`config.mk`:
```
export PLATFORM = sky130hd
export DESIGN_NAME = regfile_write_arbiter
export DESIGN_NICKNAME = d
export VERILOG_FILES = /design/src/rtl/regfile_arb_pkg.sv /design/src/rtl/rr_arbiter.sv /design/src/rtl/regfile_write_arbiter.sv
export SDC_FILE = /design/constraint.sdc
export NUM_CORES = 1
export LEC_CHECK = 0
export CAP_MARGIN = 30
export CORE_MARGIN = 3
export CORE_UTILIZATION = 36
export CTS_CLUSTER_SIZE = 8
export DETAILED_ROUTE_END_ITERATION = 7
export PLACE_DENSITY = 0.81
export SLEW_MARGIN = 20
export SYNTH_ARGS = -nofsm -noshare
export SYNTH_HDL_FRONTEND = slang
export SYNTH_SLANG_ARGS = --single-unit
```
`constraint.sdc`:
```
create_clock -name clk -period 2.75 [get_ports clk]
set_input_delay 0.55 -clock clk [delete_from_list [all_inputs] [get_ports clk]]
set_output_delay 0.55 -clock clk [all_outputs]
set_load 0.005 [all_outputs]
```
`src/rtl/regfile_arb_pkg.sv`:
```
// Shared constants and types for the register-bank write-port arbiter.
package regfile_arb_pkg;

   localparam int REQ_ALU  = 0;
   localparam int REQ_LOAD = 1;
   localparam int REQ_DBG  = 2;

   localparam int REG_NUM_DEF    = 32;
   localparam int DATA_WIDTH_DEF = 64;
   localparam int ADDR_W_DEF     = $clog2(REG_NUM_DEF);

   typedef struct packed {
      logic [ADDR_W_DEF-1:0]     addr;
      logic [DATA_WIDTH_DEF-1:0] data;
   } rf_wr_t;

endpackage

```
`src/rtl/rr_arbiter.sv`:
```
// Single-grant arbiter: round-robin starting at ptr when RF_ARB_RR_EN is defined,
// otherwise a fixed-priority encoder where index 0 wins.
module rr_arbiter #(
   parameter int N     = 3,
   parameter int IDX_W = (N > 1) ? $clog2(N) : 1
) (
   input  logic [N-1:0]     req,
   input  logic [IDX_W-1:0] ptr,
   input  logic             en,
   output logic [N-1:0]     gnt,
   output logic [IDX_W-1:0] idx
);

`ifdef RF_ARB_RR_EN
   int               cand_i;
   logic [IDX_W-1:0] cand;
   logic             found;

   // Scan N slots starting at ptr, wrapping modulo N; first valid slot wins.
   always_comb begin
      gnt    = '0;
      idx    = '0;
      found  = 1'b0;
      cand_i = 0;
      cand   = '0;
      for (int k = 0; k < N; k++) begin
         cand_i = int'(ptr) + k;
         if (cand_i >= N) cand_i = cand_i - N;
         cand = IDX_W'(cand_i);
         if (en && !found && req[cand]) begin
            found     = 1'b1;
            gnt[cand] = 1'b1;
            idx       = cand;
         end
      end
   end
`else
   logic unused_ptr;
   assign unused_ptr = ^ptr;

   always_comb begin
      gnt = '0;
      idx = '0;
      for (int k = N - 1; k >= 0; k--) begin
         if (en && req[k]) begin
            gnt    = '0;
            gnt[k] = 1'b1;
            idx    = IDX_W'(k);
         end
      end
   end
`endif

endmodule

```
`src/rtl/regfile_write_arbiter.sv`:
```
// Shares the register bank write port among NUM_REQ writeback sources; one registered write per cycle, x0 suppressed.
// Build option RF_ARB_RR_EN selects round-robin arbitration; default is fixed priority (ALU > load > debug).
module regfile_write_arbiter
   import regfile_arb_pkg::*;
#(
   parameter int NUM_REQ    = 3,
   parameter int REG_NUM    = REG_NUM_DEF,
   parameter int DATA_WIDTH = DATA_WIDTH_DEF,
   parameter int ADDR_W     = $clog2(REG_NUM),
   parameter int GID_W      = (NUM_REQ > 1) ? $clog2(NUM_REQ) : 1
) (
   input  logic                          clk,
   input  logic                          reset,
   input  logic [NUM_REQ-1:0]            req_valid,
   input  logic [NUM_REQ*ADDR_W-1:0]     req_addr,
   input  logic [NUM_REQ*DATA_WIDTH-1:0] req_data,
   output logic [NUM_REQ-1:0]            req_ready,
   output logic                          wr_en,
   output logic [ADDR_W-1:0]             wr_addr,
   output logic [DATA_WIDTH-1:0]         wr_data,
   output logic [GID_W-1:0]              grant_id,
   output logic                          conflict
);

   // Handshake: a request i transfers at a rising edge when req_valid[i] && req_ready[i];
   // req_ready is a combinational one-hot grant, forced low during reset.
   logic [GID_W-1:0]      gnt_idx;
   logic [GID_W-1:0]      arb_ptr;
   logic                  accept;
   logic [ADDR_W-1:0]     sel_addr;
   logic [DATA_WIDTH-1:0] sel_data;

   logic                  wr_en_q,    wr_en_d;
   logic [ADDR_W-1:0]     wr_addr_q,  wr_addr_d;
   logic [DATA_WIDTH-1:0] wr_data_q,  wr_data_d;
   logic [GID_W-1:0]      grant_id_q, grant_id_d;
   logic                  conflict_q, conflict_d;

   rr_arbiter #(
      .N     (NUM_REQ),
      .IDX_W (GID_W)
   ) u_arb (
      .req (req_valid),
      .ptr (arb_ptr),
      .en  (!reset),
      .gnt (req_ready),
      .idx (gnt_idx)
   );

   assign accept = |req_ready;

`ifdef RF_ARB_RR_EN
   logic [GID_W-1:0] ptr_q, ptr_d;

   // Pointer moves past every accepted requester, including x0 writes.
   always_comb begin
      ptr_d = ptr_q;
      if (accept) ptr_d = (int'(gnt_idx) == NUM_REQ - 1) ? '0 : gnt_idx + GID_W'(1);
   end

   always_ff @(posedge clk) begin
      if (reset) ptr_q <= '0;
      else       ptr_q <= ptr_d;
   end

   assign arb_ptr = ptr_q;
`else
   assign arb_ptr = '0;
`endif

   always_comb begin
      sel_addr   = req_addr[int'(gnt_idx)*ADDR_W +: ADDR_W];
      sel_data   = req_data[int'(gnt_idx)*DATA_WIDTH +: DATA_WIDTH];
      wr_en_d    = 1'b0;
      wr_addr_d  = wr_addr_q;
      wr_data_d  = wr_data_q;
      grant_id_d = grant_id_q;
      conflict_d = ($countones(req_valid) > 1);
      if (accept) begin
         grant_id_d = gnt_idx;
         if (sel_addr != '0) begin
            wr_en_d   = 1'b1;
            wr_addr_d = sel_addr;
            wr_data_d = sel_data;
         end
      end
   end

   always_ff @(posedge clk) begin
      if (reset) begin
         wr_en_q    <= 1'b0;
         wr_addr_q  <= '0;
         wr_data_q  <= '0;
         grant_id_q <= '0;
         conflict_q <= 1'b0;
      end else begin
         wr_en_q    <= wr_en_d;
         wr_addr_q  <= wr_addr_d;
         wr_data_q  <= wr_data_d;
         grant_id_q <= grant_id_d;
         conflict_q <= conflict_d;
      end
   end

   assign wr_en    = wr_en_q;
   assign wr_addr  = wr_addr_q;
   assign wr_data  = wr_data_q;
   assign grant_id = grant_id_q;
   assign conflict = conflict_q;

endmodule

```
Word-level counts from Yosys, hierarchy flattened
Index checks and enable logic that the tools add are counted.
{"block": "op_classes", "n_bitwise": 1, "magnitude_cmp": 1, "n_addsub": 2, "reduce_logical": 8, "n_mux": 7, "mul": 1, "n_shift": 2}
{"cell": "$shiftx 192x9->64", "count": 1}
{"cell": "$shiftx 15x6->5", "count": 1}
{"cell": "$mux 3", "count": 3}
{"cell": "$mux 2", "count": 3}
{"cell": "$mul 2x3->5 const B", "count": 1}
{"cell": "$reduce_bool 5->1", "count": 1}
{"cell": "$add 2x1->3", "count": 1}
{"cell": "$gt 3x1->1 const B", "count": 1}
{"cell": "$logic_and 1x1->1", "count": 3}
{"cell": "$reduce_or 3->1", "count": 1}
{"cell": "$add 1x1->2", "count": 1}
{"cell": "$reduce_and 2->1", "count": 1}
{"cell": "$reduce_or 2->1", "count": 1}
{"cell": "$logic_not 1->1", "count": 1}
{"cell": "$mux 1", "count": 1}
{"cell": "$not 1->1", "count": 1}
{"block": "word_totals", "elab_cells": 27, "register_bits": 73, "in_bits": 212}

Logic depth before layout (Yosys ltp)
{"block": "depth", "depth_word": 9, "mapped_depth": 8}

Cells and area by module
A second synthesis with hierarchy kept.
{"block": "hier_totals", "cells_unflattened": 569, "hier_area_um2": 4798.4}
{"mod": "regfile_write_arbiter", "seq_area_each_um2": 1461.4, "n_inst": 1, "area_per_inst_um2": 4753.3, "cells_each": 564}
{"mod": "rr_arbiter", "seq_area_each_um2": 0.0, "n_inst": 1, "area_per_inst_um2": 45.0, "cells_each": 5}

Worst setup path after synthesis
No wires, ideal clock.
{"block": "synth_path", "path_kind": "input to register", "start": "input port req_valid[0]", "end": "register wr_data_q[0], in the netlist wr_data[0]", "t_arrival_ns": 2.194, "required_ns": 2.678, "setup_slack_ns": 0.484, "path_stages": 8, "path_cell_list": "buf_2 -> or2_1 -> or3_1 -> and4_1 -> a211oi_4 -> buf_6 -> buf_6 -> mux2i_1"}
{"block": "synth_between", "elab_chain_len": 6, "word_cells_on_any_way": 9}
{"item": "start: declaration", "line_no": "regfile_write_arbiter.sv:14", "text": "input logic [NUM_REQ-1:0] req_valid,"}
{"item": "$logic_and 1x1->1 (*)", "line_no": "rr_arbiter.sv:45", "text": "if (en && req[k]) begin"}
{"item": "$mux 2", "line_no": "rr_arbiter.sv:45"}
{"item": "$mul 2x3->5", "line_no": "regfile_write_arbiter.sv:72", "text": "sel_addr = req_addr[int'(gnt_idx)*ADDR_W +: ADDR_W];"}
{"item": "$shiftx 15x6->5", "line_no": "regfile_write_arbiter.sv:72"}
{"item": "$reduce_bool 5->1", "line_no": "regfile_write_arbiter.sv:81", "text": "if (sel_addr != '0) begin"}
{"item": "$reduce_and 2->1 (no source line)"}
{"item": "end signal: assignment", "line_no": "regfile_write_arbiter.sv:99", "text": "wr_data_q <= wr_data_d;"}
{"item": "end: declaration", "line_no": "regfile_write_arbiter.sv:35", "text": "logic [DATA_WIDTH-1:0] wr_data_q, wr_data_d;"}
Every way passes the cells marked *; elsewhere a longest branch is shown, timed or not.
A chain may end at the register's enable or synchronous reset.

Worst setup path in the final report
{"block": "layout_path", "start": "input port req_valid[2]", "end": "output port req_ready[2]"}
{"block": "layout_between", "elab_chain_len": 4}
{"item": "$logic_and 1x1->1", "line_no": "rr_arbiter.sv:45"}
{"item": "$mux 3 (3 in a row)", "line_no": "rr_arbiter.sv:45"}
{"item": "end: declaration", "line_no": "regfile_write_arbiter.sv:17", "text": "output logic [NUM_REQ-1:0] req_ready,"}
No other way between the ends.

==> results_dict.tcl <==
set metrics [dict create \
    clk_latency_ns 0.32 \
    cp_max_fo 2 \
    fin_skew_ns 0 \
    cts_hold_buf 0 \
    clock.fmax_mhz 390.4 \
    hold_viol 0 \
    dpl.hpwl_microns 12250 \
    placed_area_sq_mm 0.007362 \
    rr_startpoint "wr_addr[2]$_SDFFE_PP0P_" \
    start_kind "input pin" \
    fin_crit_ns 2.562 \
    fin_crit_sh 0.9315 \
    synth_seq_area_share 0.3401 \
    hold_start "wr_data[40]$_SDFFE_PP0P_" \
    fillCellCount 941 \
    async_reset_ff_frac 0 \
    io_pins 288 \
    holdWs_ns 0.4735 \
    reg2reg_depth 2 \
    die_h_microns 115.2 \
    synth-edff-count 0 \
    fin_nets 986 \
    cp_top_family "buffers and inverters" \
    rsz0062_at_grt "false" \
    synth_ff_type "dfxtp_1" \
    p_per_area_mw_per_mm2 475.1 \
    ys_ff_latch 73 \
    diodes 0 \
    finalSetupViolations 0 \
    area_growth_pct 79.09 \
    syn_area_per_cell_sq_um 8.733 \
    place.gp.congestion 0.8615 \
    fin_cells 921 \
    tightest_slew_ns 0.5704 \
    placed_cells 904 \
    grt-ovfl-total 0 \
    wirelength_microns 15270 \
    dieArea_sq_mm 0.01328 \
    crit_chain "clkdlybuf4s50_1 > nor4b_4 > buf_4 > clkdlybuf4s50_1" \
    synthesis.area_sq_mm 0.004297 \
    relSlewSlack 0.6174 \
    cts_buffers 9 \
    start_util 0.3715 \
    multi_input_area_sq_mm 0.002644 \
    cts_buffer_depth 2 \
    drv_cap 0 \
    layout-drive-gt1-share 0.05656 \
    route.antenna.remaining_nets 0 \
    clk_pin_slew_ns 0.05 \
    hold_depth 2 \
    status "completed" \
    drc 0 \
    cts_tree "yes" \
    dr.first_iter.drc_count 179 \
    num_vias 4622 \
    crit_slowest_cell "clkdlybuf4s50_1" \
    cp.required_ns 2.20 \
    finalInstanceArea_sq_mm 0.007695 \
    arrival_ns 2.01 \
    seq_area_sq_mm 0.001461 \
    grt_pass1_vias 4647 \
    finalMaxSlewViolations 0 \
    cp-startpoint "req_valid[2]" \
    endpoint_kind "output pin" \
    htreeDepth 3 \
    grt_max_degree 69 \
    clkSinkCount 73 \
    grt_pass1_wl_microns 23310 \
    min_to "wr_data[40]$_SDFFE_PP0P_" \
    yosysWarnings 0 \
    syn_inst 492 \
    dr.pass1.iters 4 \
    die_x_microns 115.2 \
    peakVddDrop_v 0.0002612 \
    r2r-end "wr_addr[2]$_SDFFE_PP0P_" \
    via_per_inst 5.018 \
    antenna_found_initial 0 \
    path_class "in -> out" \
    grt_use_total 0.2211 \
    hold_class "reg -> reg" \
    rrSetupSlack_ns 2.05 \
    crit_path_frequent_cell "clkdlybuf4s50_1" \
    synth.distinct_cells 37 \
    port_buffers 287 \
    wl_per_cell_microns 16.58 \
    cts-root-buf "clkbuf_16" \
    num_rows 39 \
    slowest_delay_ns 0.53 \
    core-area_sq_mm 0.01156 \
    cp.buffers_inverters 3 \
    leakagePower_uw 0.003014 \
    syn-num-nets 705 \
]
==> flip-flops by register name, summed over array words and instances, names as in the netlist <==
signal and cells:
conflict 1, grant_id 2, wr_addr 5, wr_data 64
wr_en 1
==> worst register-to-register path, delay by kind of cell (launching register included) <==
kind            cells  cell delay (ns)
simple gates        1             0.10
flops               1             0.37
compound gates      1             0.16
==> cells by family (layout without fill, tap and decap cells) <==
group,after synthesis,after routing,share of synthesized area
simple gates,156,156,0.1872
fa+ha+maj,1,1,0.002912
buf+inv,42,328,0.04921
mux,129,129,0.3005
flops,73,73,0.3401
compound gates,91,91,0.1200
==> metal layers <==
layer | global-route usage | wire (microns)
met1 | 0.2445 | 5742
met2 | 0.4001 | 7901
met3 | 0.07263 | 1279
met4 | 0.06886 | 348
met5 | 0 | 0
==> worst max path at each step <==
| stage | endpoint | slack, ns | depth (start not counted) |
|---|---|---|---|
| global route | req_ready[2] | 0.13 | 4 |
| detailed placement | wr_data[8]$_SDFFE_PP0P_ | -0.16 | 7 |
| floorplan | wr_data[0]$_SDFFE_PP0P_ | 0.48 | 8 |
| global placement | req_ready[2] | -0.04 | 4 |
| CTS | req_ready[1] | 0.006 | 5 |
| finish | req_ready[2] | 0.19 | 4 |
==> cell usage after synthesis, types with 2 or more instances <==
cell / instances / area share
a211oi_1: 2 / 0.0035
a21oi_1: 73 / 0.085
a22oi_1: 3 / 0.0052
buf_2: 10 / 0.012
buf_4: 3 / 0.0052
buf_6: 4 / 0.010
clkbuf_1: 21 / 0.018
dfxtp_1: 73 / 0.34
inv_2: 2 / 0.0017
mux2i_1: 129 / 0.30
nand2_1: 2 / 0.0017
nand2b_1: 66 / 0.096
nand3_1: 2 / 0.0023
nand3b_1: 2 / 0.0035
nor2_1: 69 / 0.060
nor2b_1: 4 / 0.0058
nor3_1: 2 / 0.0023
nor3b_1: 2 / 0.0035
o21ai_0: 2 / 0.0023
o2bb2ai_1: 4 / 0.0082
==> layout by cell type (no fill, tap or decap), types with 2 or more instances in the layout <==
master,count
clkdlybuf4s50_1,284
mux2i_1,129
a21oi_1,73
dfxtp_1,73
nor2_1,69
nand2b_1,66
buf_4,18
clkbuf_16,9
nor2b_1,4
o2bb2ai_1,4
buf_12,4
a22oi_1,3
clkinv_2,3
inv_2,2
o21ai_0,2
nor3b_1,2
a211oi_1,2
nor3_1,2
nand2_1,2
nand3_1,2
nand3b_1,2
bufinv_16,2
dlymetal6s2s_1,2
==> final cells by class <==
type / count / share of cell area
repair buffers: 309 / 0.4013
multi-input cells: 377 / 0.3436
flip-flops and latches: 73 / 0.1899
clock buffers: 10 / 0.02976
well taps: 143 / 0.02325
clock inverters: 6 / 0.01073
inverters: 3 / 0.001463
==> report_power, final <==
part | switching [uW] | internal, uW | leakage, uW | total [uW]
clock network | 442 | 790 | 0.000152 | 1230
registers | 78.2 | 1210 | 0.000611 | 1290
logic | 404 | 734 | 0.00225 | 1140
total | 924 | 2730 | 0.00301 | 3660
==> what timing repair did <==
action	in CTS	in global routing
setup buffers	1	0
pin swaps	1	1
gates resized for setup	1	2
endpoints found under the hold margin	0	0
setup endpoints to repair	1	2
==> metrics by stage <==
step / setup WS [ns] / util / setup TNS (ns) / total power (uW)
2_1_floorplan: 0.4840 / - / 0 / 1723
3_3_place_gp: -0.03757 / 0.6366 / -0.03757 / 2412
3_5_place_dp: -0.1642 / 0.6366 / -6.493 / 2448
4_1_cts: 0.006312 / 0.6649 / 0 / 3690
5_1_grt: 0.1307 / 0.6654 / 0 / 3833
6_report: 0.1883 / 0.6654 / 0 / 3656
Note: power is estimated with default switching activity, not from simulation.
